==> src/rtl/br_perf_monitor.sv <==
// rtl/br_perf_monitor.sv - branch prediction performance monitor with run/freeze FSM and windowed miss counts
// Optional macro BR_PERF_STREAK_EN adds max_streak_o (longest run of consecutive mispredicts per channel).
module br_perf_monitor #(
    parameter int CNT_W    = 32,
    parameter int NUM_CH   = 1,
    parameter int WIN_LOG2 = 8
) (
    input  logic                           clk_i,
    input  logic                           rst_ni,
    input  logic                           en_i,
    input  logic                           clr_i,
    input  logic                           br_instr_i,
    input  logic [NUM_CH-1:0]              br_miss_i,
    output logic [CNT_W-1:0]               cyc_cnt_o,
    output logic [CNT_W-1:0]               br_cnt_o,
    output logic [NUM_CH*CNT_W-1:0]        miss_cnt_o,
    output logic [NUM_CH*(WIN_LOG2+1)-1:0] win_miss_o,
    output logic                           win_done_o,
    output logic [1:0]                     state_o,
    output logic                           sat_o
`ifdef BR_PERF_STREAK_EN
    ,
    output logic [NUM_CH*CNT_W-1:0]        max_streak_o
`endif
);

    localparam int WW = WIN_LOG2 + 1;
    localparam logic [CNT_W-1:0]    CNT_MAX = '1;
    localparam logic [WIN_LOG2-1:0] WIN_MAX = '1;

    typedef enum logic [1:0] {
        ST_IDLE   = 2'b00,
        ST_RUN    = 2'b01,
        ST_FROZEN = 2'b10
    } state_e;

    state_e                         state_q, state_d;
    logic [CNT_W-1:0]               cyc_cnt_q, cyc_cnt_d;
    logic [CNT_W-1:0]               br_cnt_q, br_cnt_d;
    logic [NUM_CH-1:0][CNT_W-1:0]   miss_cnt_q, miss_cnt_d;
    logic [NUM_CH-1:0][WW-1:0]      win_miss_q, win_miss_d;
    logic [NUM_CH-1:0][WW-1:0]      win_acc_q, win_acc_d;
    logic [WIN_LOG2-1:0]            win_br_q, win_br_d;
    logic                           win_done_q, win_done_d;
    logic                           sat_q, sat_d;
    logic                           hit;
`ifdef BR_PERF_STREAK_EN
    logic [NUM_CH-1:0][CNT_W-1:0]   cur_streak_q, cur_streak_d;
    logic [NUM_CH-1:0][CNT_W-1:0]   max_streak_q, max_streak_d;
`endif

    function automatic logic [CNT_W-1:0] sat_inc(input logic [CNT_W-1:0] v);
        return (v == CNT_MAX) ? v : v + CNT_W'(1);
    endfunction

    always_comb begin
        state_d    = state_q;
        cyc_cnt_d  = cyc_cnt_q;
        br_cnt_d   = br_cnt_q;
        miss_cnt_d = miss_cnt_q;
        win_miss_d = win_miss_q;
        win_acc_d  = win_acc_q;
        win_br_d   = win_br_q;
        win_done_d = 1'b0;
        hit        = 1'b0;
`ifdef BR_PERF_STREAK_EN
        cur_streak_d = cur_streak_q;
        max_streak_d = max_streak_q;
`endif

        if (state_q == ST_RUN) begin
            cyc_cnt_d = sat_inc(cyc_cnt_q);
            if (br_instr_i) begin
                br_cnt_d = sat_inc(br_cnt_q);
                for (int k = 0; k < NUM_CH; k++) begin
                    if (br_miss_i[k]) begin
                        miss_cnt_d[k] = sat_inc(miss_cnt_q[k]);
                    end
`ifdef BR_PERF_STREAK_EN
                    if (br_miss_i[k]) begin
                        cur_streak_d[k] = sat_inc(cur_streak_q[k]);
                        if (cur_streak_d[k] > max_streak_q[k]) begin
                            max_streak_d[k] = cur_streak_d[k];
                        end
                    end else begin
                        cur_streak_d[k] = '0;
                    end
`endif
                end
                // The completing branch's own miss is folded into the published count.
                if (win_br_q == WIN_MAX) begin
                    win_br_d   = '0;
                    win_done_d = 1'b1;
                    for (int k = 0; k < NUM_CH; k++) begin
                        win_miss_d[k] = win_acc_q[k] + WW'(br_miss_i[k]);
                        win_acc_d[k]  = '0;
                    end
                end else begin
                    win_br_d = win_br_q + WIN_LOG2'(1);
                    for (int k = 0; k < NUM_CH; k++) begin
                        win_acc_d[k] = win_acc_q[k] + WW'(br_miss_i[k]);
                    end
                end
            end

            hit = (cyc_cnt_d == CNT_MAX) || (br_cnt_d == CNT_MAX);
            for (int k = 0; k < NUM_CH; k++) begin
                if (miss_cnt_d[k] == CNT_MAX) begin
                    hit = 1'b1;
                end
`ifdef BR_PERF_STREAK_EN
                if (max_streak_d[k] == CNT_MAX) begin
                    hit = 1'b1;
                end
`endif
            end

            if (hit) begin
                state_d = ST_FROZEN;
            end else if (!en_i) begin
                state_d = ST_IDLE;
            end
        end else if (state_q == ST_IDLE && en_i) begin
            state_d = ST_RUN;
        end

        sat_d = sat_q | hit;

        // Clear wins over everything, including a branch in the same cycle.
        if (clr_i) begin
            state_d    = ST_IDLE;
            cyc_cnt_d  = '0;
            br_cnt_d   = '0;
            miss_cnt_d = '0;
            win_miss_d = '0;
            win_acc_d  = '0;
            win_br_d   = '0;
            win_done_d = 1'b0;
            sat_d      = 1'b0;
`ifdef BR_PERF_STREAK_EN
            cur_streak_d = '0;
            max_streak_d = '0;
`endif
        end
    end

    always_ff @(posedge clk_i or negedge rst_ni) begin
        if (!rst_ni) begin
            state_q    <= ST_IDLE;
            cyc_cnt_q  <= '0;
            br_cnt_q   <= '0;
            miss_cnt_q <= '0;
            win_miss_q <= '0;
            win_acc_q  <= '0;
            win_br_q   <= '0;
            win_done_q <= 1'b0;
            sat_q      <= 1'b0;
`ifdef BR_PERF_STREAK_EN
            cur_streak_q <= '0;
            max_streak_q <= '0;
`endif
        end else begin
            state_q    <= state_d;
            cyc_cnt_q  <= cyc_cnt_d;
            br_cnt_q   <= br_cnt_d;
            miss_cnt_q <= miss_cnt_d;
            win_miss_q <= win_miss_d;
            win_acc_q  <= win_acc_d;
            win_br_q   <= win_br_d;
            win_done_q <= win_done_d;
            sat_q      <= sat_d;
`ifdef BR_PERF_STREAK_EN
            cur_streak_q <= cur_streak_d;
            max_streak_q <= max_streak_d;
`endif
        end
    end

    assign state_o    = state_q;
    assign cyc_cnt_o  = cyc_cnt_q;
    assign br_cnt_o   = br_cnt_q;
    assign miss_cnt_o = miss_cnt_q;
    assign win_miss_o = win_miss_q;
    assign win_done_o = win_done_q;
    assign sat_o      = sat_q;
`ifdef BR_PERF_STREAK_EN
    assign max_streak_o = max_streak_q;
`endif

endmodule

==> config.mk <==
export PLATFORM = sky130hd
export DESIGN_NAME = br_perf_monitor
export DESIGN_NICKNAME = d
export VERILOG_FILES = /design/src/rtl/br_perf_monitor.sv
export SDC_FILE = /design/constraint.sdc
export NUM_CORES = 1
export LEC_CHECK = 0
export CORE_AREA = 8 8 238 126
export DETAILED_ROUTE_END_ITERATION = 8
export DIE_AREA = 0 0 246 134
export PLACE_DENSITY_LB_ADDON = 0.12
export SLEW_MARGIN = 30
export SYNTH_ARGS = -nofsm -noshare
export SYNTH_HDL_FRONTEND = slang
export SYNTH_SLANG_ARGS = --single-unit
==> constraint.sdc <==
create_clock -name clk_i -period 4.7 [get_ports clk_i]
set_input_delay 0.47 -clock clk_i [delete_from_list [all_inputs] [get_ports clk_i]]
set_output_delay 0.47 -clock clk_i [all_outputs]
set_load 0.005 [all_outputs]
; ---- Word level (Yosys, flattened, before mapping)
; Cells that the tools add are included.
[totals]
ff_bits = 126
input_bits = 6
output_inout_bits = 109
word_cells = 73
[classes]
n_addsub = 5
eq_ne = 9
mux = 39
bitwise_logic = 1
n_reduce_logical = 10
[ops]
columns = cell, count
row1 = two-way mux 32 bit, 14
row2 = equality test 32 bit (second input constant), 6
row3 = adder 32 x 1 -> 32 bit (second input constant), 3
row4 = two-way mux 9 bit, 8
row5 = two-way mux 8 bit, 4
row6 = two-way mux 2 bit, 5
row7 = adder 9 x 1 -> 9 bit, 1
row8 = adder 8 x 1 -> 8 bit (second input constant), 1
row9 = equality test 8 bit (second input constant), 1
row10 = two-way mux 1 bit, 8
row11 = nonzero test 2 bit, 3
row12 = inequality test 4 x 3 -> 1 bit (second input constant), 1
row13 = AND reduction 2 bit, 2
row14 = AND reduction 3 bit, 1
row15 = nonzero test 3 bit, 1
row16 = equality test 2 x 1 -> 1 bit (second input constant), 1
row17 = logical NOT 2 bit, 1
row18 = logical AND 1 bit, 1
row19 = logical OR 1 bit, 1
row20 = OR 1 bit, 1

; ---- Depth between registers and ports, before layout
[depth]
ltp_word = 11
mapped_depth = 12
ltp_nobuf = 10

; ---- Worst setup path before layout
; OpenSTA, ideal clock, no wires.
[synth_path]
kind = reg-to-reg
from = register miss_cnt_q (netlist bit miss_cnt_o[1])
to = register sat_q (netlist: sat_o)
setup_time_ns = 0.099
arrival_time_ns = 3.101
t_required_ns = 4.601
setup_slack_ns = 1.499
stages_incl_launch_ff = 12
path_buffers = 1
period_less_slack_ns = 3.201
path_cell_list = dfrtp_1 -> ha_1 -> clkbuf_1 -> nand4_1 -> nor4_2 -> a211oi_4 -> xnor2_1 -> or4_4 -> nor3_2 -> and4_1 -> nand4_1 -> a311oi_1
[synth_via]
elab_chain_len = 11
word_cells_on_any_way = 12
cone_classes = add/sub (1) / eq/ne (2) / mux (8) / bitwise (1)
[synth_lines]
columns = item, line
row1 = "start, declared", 40  ; logic [NUM_CH-1:0][CNT_W-1:0] miss_cnt_q, miss_cnt_d;
row2 = "start signal, assigned", 166  ; miss_cnt_q <= miss_cnt_d;
row3 = adder 32 x 1 -> 32 bit or equality test 32 bit (tied branches), 53  ; return (v == CNT_MAX) ? v : v + CNT_W'(1);
row4 = two-way mux 32 bit, 53
row5 = two-way mux 32 bit, 76  ; if (br_miss_i[k]) begin
row6 = two-way mux 32 bit (*), 73  ; if (br_instr_i) begin
row7 = two-way mux 32 bit (*), 71  ; if (state_q == ST_RUN) begin
row8 = equality test 32 bit (*), 108  ; if (miss_cnt_d[k] == CNT_MAX) begin
row9 = two-way mux 1 bit (*), 108
row10 = two-way mux 1 bit (*) (2 in a row), 71
row11 = OR 1 bit (*), 127  ; sat_d = sat_q | hit;
row12 = two-way mux 1 bit (*), 130  ; if (clr_i) begin
row13 = named net sat_d, 45  ; logic sat_q, sat_d;
row14 = "end signal, assigned", 171  ; sat_q <= sat_d;
row15 = "end, declared", 45
; Mark *: on every way through the listed nets, which the timed path passes. The rest lies on a longest branch. The select of a mux whose other input is x is not followed.
; A chain may end at the register's enable or synchronous reset.

; ---- Final worst setup path
[layout_path]
from = register br_cnt_q[0] (netlist: br_cnt_o[0])
to = register state_q[1] (netlist: state_o[1])
[layout_via]
elab_chain_len = 11
word_cells_on_any_way = 14
cone_classes = add/sub (1) / eq/ne (3) / mux (8) / reduce/logical (2)
[layout_lines]
columns = item, line
row1 = "start, declared", 39  ; logic [CNT_W-1:0] br_cnt_q, br_cnt_d;
row2 = "start signal, assigned", 165  ; br_cnt_q <= br_cnt_d;
row3 = adder 32 x 1 -> 32 bit or equality test 32 bit (tied branches), 53
row4 = two-way mux 32 bit, 53
row5 = two-way mux 32 bit (*), 73
row6 = two-way mux 32 bit (*), 71
row7 = equality test 32 bit (*), 106  ; hit = (cyc_cnt_d == CNT_MAX) || (br_cnt_d == CNT_MAX);
row8 = logical OR 1 bit (*), 106
row9 = two-way mux 1 bit (*), 108
row10 = two-way mux 1 bit (*), 71
row11 = two-way mux 2 bit, 118  ; if (hit) begin
row12 = two-way mux 2 bit, 71
row13 = two-way mux 2 bit, 130
row14 = "end signal, assigned", 163  ; state_q <= state_d;
row15 = "end, declared", 37  ; state_e state_q, state_d;
; Every way passes the cells marked *; elsewhere a longest branch is shown, timed or not. The select of a mux whose other input is x is not followed.

==> results.py <==
metrics = {
    "run_status": {
        "status": "finished, final reports clean",
    },
    "sta": {
        "slew-limit-headroom_pct": 37.19,
        "max_freq_ghz": 0.2575,
        "hold_ws_ns": 0.1049,
        "fin_setup_tns_ns": 0,
        "fin_crit_ns": 3.884,
        "rsz0062_at_grt": "false",
        "hold_viol": 0,
        "finalCritPeriodShare_pct": 82.63,
        "slew_viol_final": 0,
        "layout_setup_ws_ns": 0.8163,
        "worst_pin_slew_ns": 0.9386,
        "skew_ns": 0.007120,
        "setup_violations": 0,
    },
    "worst_setup_path": {
        "crit_buf_inv": 0,
        "crit_required_ns": 5.04,
        "crit_family": "simple AND/OR/NAND/NOR gates",
        "r2r-start": "br_cnt_o[0]$_DFFE_PN0N_",
        "critPathKind": "reg -> reg",
        "cpPeakStageDelay_ns": 0.55,
        "crit_slowest_cell": "nor3_2",
        "cp_max_fo": 10,
        "endpoint_kind": "flip-flop",
        "cp-startpoint": "br_cnt_o[0]$_DFFE_PN0N_",
        "crit_chain": "ha_1 > nand3_2 > nor3_2 > a31o_1 > mux2i_1 > o221ai_1 > or4_1 > nor4_2 > a41oi_1 > a311oi_1",
        "cp_data_arrival_time_ns": 4.22,
        "startpoint_type": "flip-flop",
    },
    "finish": {
        "num_antenna_cells": 0,
        "area.growth.synth_to_final_pct": 26.20,
        "final_cells": 1381,
        "drive_gt1_share_pct": 6.366,
        "final_nets": 1020,
        "n_fill_cell": 2750,
    },
    "placed_design": {
        "dp_hpwl_mm": 18.71,
        "place.gp.congestion": 0.8829,
        "dp_slack_ns": 0.8541,
        "placed_cells": 1349,
        "io_buffers": 114,
    },
    "yosys": {
        "synthArstFlopShare_pct": 100.0,
        "synth_warnings": 0,
        "synthTopCellsByCount": "136 x nor2_1, 126 x dfrtp_1, 100 x nand2_1",
        "synth_most_common_cell": "nor2_1",
        "ys_seq_elements": 126,
        "netlist_instances": 905,
        "ys.flop_type": "dfrtp_1",
        "synth_area_leaders": "dfrtp_1 40%, xor2_1 6.6%, nor2_1 6.5%, xnor2_1 5.3%, nand2_1 4.8%",
        "yosys.area.top_type": "dfrtp_1",
        "yosysSeqAreaShare_pct": 40.36,
        "synth.avg_cell_area_um2": 8.633,
        "synth_top_area_share_pct": 40.36,
        "synth-edff-count": 0,
        "synth_nets": 917,
        "synth_cell_types": 72,
        "synthesis.area_um2": 7812,
    },
    "global_routing": {
        "grt_antenna_before_repair": 0,
        "grt_pass1_wl_mm": 40.88,
        "grt_pass1_vias": 6649,
        "grt_overflow": 0,
        "grt_start_max_net_pins": 92,
        "track_usage_pct": 15.85,
    },
    "floorplanning": {
        "num_io_pins": 115,
        "dieArea_um2": 32960,
        "fp.dieW_um": 246,
        "rows": 43,
        "die_h_um": 134,
        "initial_utilization_pct": 29.10,
        "floorplan.core_area_um2": 26850,
    },
    "cts": {
        "cts-resized-gates": 0,
        "clk_pin_slew_ns": 0.06,
        "cts_tree": "built",
        "postCtsSetupBuffers": 0,
        "clk_latency_ns": 0.44,
        "cts_hold_buf": 0,
        "cts-root-buf": "clkbuf_16",
        "cts_buffer_depth": 2,
        "htreeDepth": 4,
        "cts.sinks": 126,
        "cts_buffers": 17,
    },
    "detailed_routing": {
        "wl_mm": 25.70,
        "dr.pass1.iters": 8,
        "antenna_left": 0,
        "drc": 0,
        "vias": 7105,
        "wl_per_cell_um": 18.61,
        "via_per_inst": 5.145,
        "drtIter0Drc": 714,
    },
    "power": {
        "swShare_pct": 23.58,
        "pwr-share-seq_pct": 42.2,
        "leakage_nw": 3.728,
        "peakVddDrop_uv": 169.0,
        "p_clk_share_pct": 53.8,
        "cellInternalPower_mw": 1.989,
        "power_frac_comb_pct": 4.0,
        "finalPower_mw": 2.602,
        "p_switching_mw": 0.6135,
        "power_density_nw_per_um2": 263.9,
    },
    "flow_run": {
        "maxCapViolations": 0,
    },
    "worst_hold_path": {
        "hold_path_class": "in -> async",
    },
}
state kept, by name, summed over array words and instances, names as in the netlist:
signal / cells
br_cnt_o: 32
cyc_cnt_o: 32
miss_cnt_o: 32
sat_o: 1
state_o: 2
win_acc_q: 9
win_br_q: 8
win_done_o: 1
win_miss_o: 9
cells by family (layout without fill, tap and decap cells):
family	count (synthesis)	count (layout)	share of synthesized area [%]
AO/OA/AOI/OAI	136	136	10.76
XOR/XNOR	106	106	11.88
adder cells (fa/ha/maj)	6	6	0.9609
buffers and inverters	51	167	3.411
flip-flops	126	126	40.36
multiplexers	5	5	0.6566
AND/OR/NAND/NOR	475	475	31.97
cell usage in the layout (no fill, tap or decap), types with 6 or more instances in the layout:
| cell | count |
|---|---|
| nor2b_1 | 6 |
| nand2_1 | 100 |
| nand4_1 | 39 |
| xnor2_1 | 47 |
| or3_1 | 21 |
| nor2_1 | 136 |
| and4_1 | 6 |
| buf_4 | 8 |
| nor3_1 | 27 |
| and3_1 | 20 |
| clkbuf_16 | 17 |
| nand2b_1 | 7 |
| nand3_1 | 51 |
| dfrtp_1 | 126 |
| clkdlybuf4s50_1 | 112 |
| and2_1 | 10 |
| xor2_1 | 59 |
| inv_1 | 14 |
| ha_1 | 6 |
| o21ai_1 | 6 |
| nor4_1 | 11 |
| a21oi_1 | 38 |
| a31oi_1 | 12 |
| o21ai_0 | 40 |
layer usage:
| layer | up-vias | global-route usage (%) | part of all wire, % |
|---|---|---|---|
| li1 | 3429 | - | - |
| met1 | 3466 | 25.21 | 55 |
| met2 | 190 | 19.99 | 38 |
| met3 | 20 | 4.228 | 5.9 |
| met4 | 0 | 4.227 | 1.0 |
| met5 | - | 0 | 0 |
path summary, 6_finish.rpt:
path | endpoint | slack [ns] | depth (start not counted)
worst max register to register | state_o[1]$_DFFE_PN0P_ | 0.82 | 10
worst max-delay path | state_o[1]$_DFFE_PN0P_ | 0.82 | 10
worst min-delay path | win_miss_o[4]$_DFFE_PN0P_ | 0.10 | 1
worst min register to register | win_miss_o[2]$_DFFE_PN0P_ | 0.48 | 2
min in group clk_i | win_miss_o[2]$_DFFE_PN0P_ | 0.48 | 2
max in group asynchronous | cyc_cnt_o[15]$_DFFE_PN0N_ | 3.55 | 2
cell type report:
type | count | area [um^2] | area share [%]
Inverter | 14 | 52.55 | 0.5330
Sequential cell | 126 | 3153 | 31.98
Tap cell | 360 | 450.4 | 4.569
Timing Repair Buffer | 121 | 1195 | 12.12
Multi-Input combinational cell | 728 | 4397 | 44.59
Clock inverter | 9 | 133.9 | 1.358
Clock buffer | 23 | 478.0 | 4.848
power groups by stage:
stage / registers (mW) / clock network, mW / logic [mW]
4_1_cts: 1.10 / 1.45 / 0.107
3_5_place_dp: 1.12 / 0 / 0.106
5_1_grt: 1.10 / 1.49 / 0.117
2_1_floorplan: 1.12 / 0 / 0.0508
3_3_place_gp: 1.12 / 0 / 0.106
6_report: 1.10 / 1.40 / 0.103
stage by stage:
stage	cell area [um^2]	util, %
2_1_floorplan	7812	-
3_3_place_gp	9241	34.42
3_5_place_dp	9245	34.44
4_1_cts	9857	36.72
5_1_grt	9859	36.72
6_report	9859	36.72
Power figures use the tool's default switching activity.
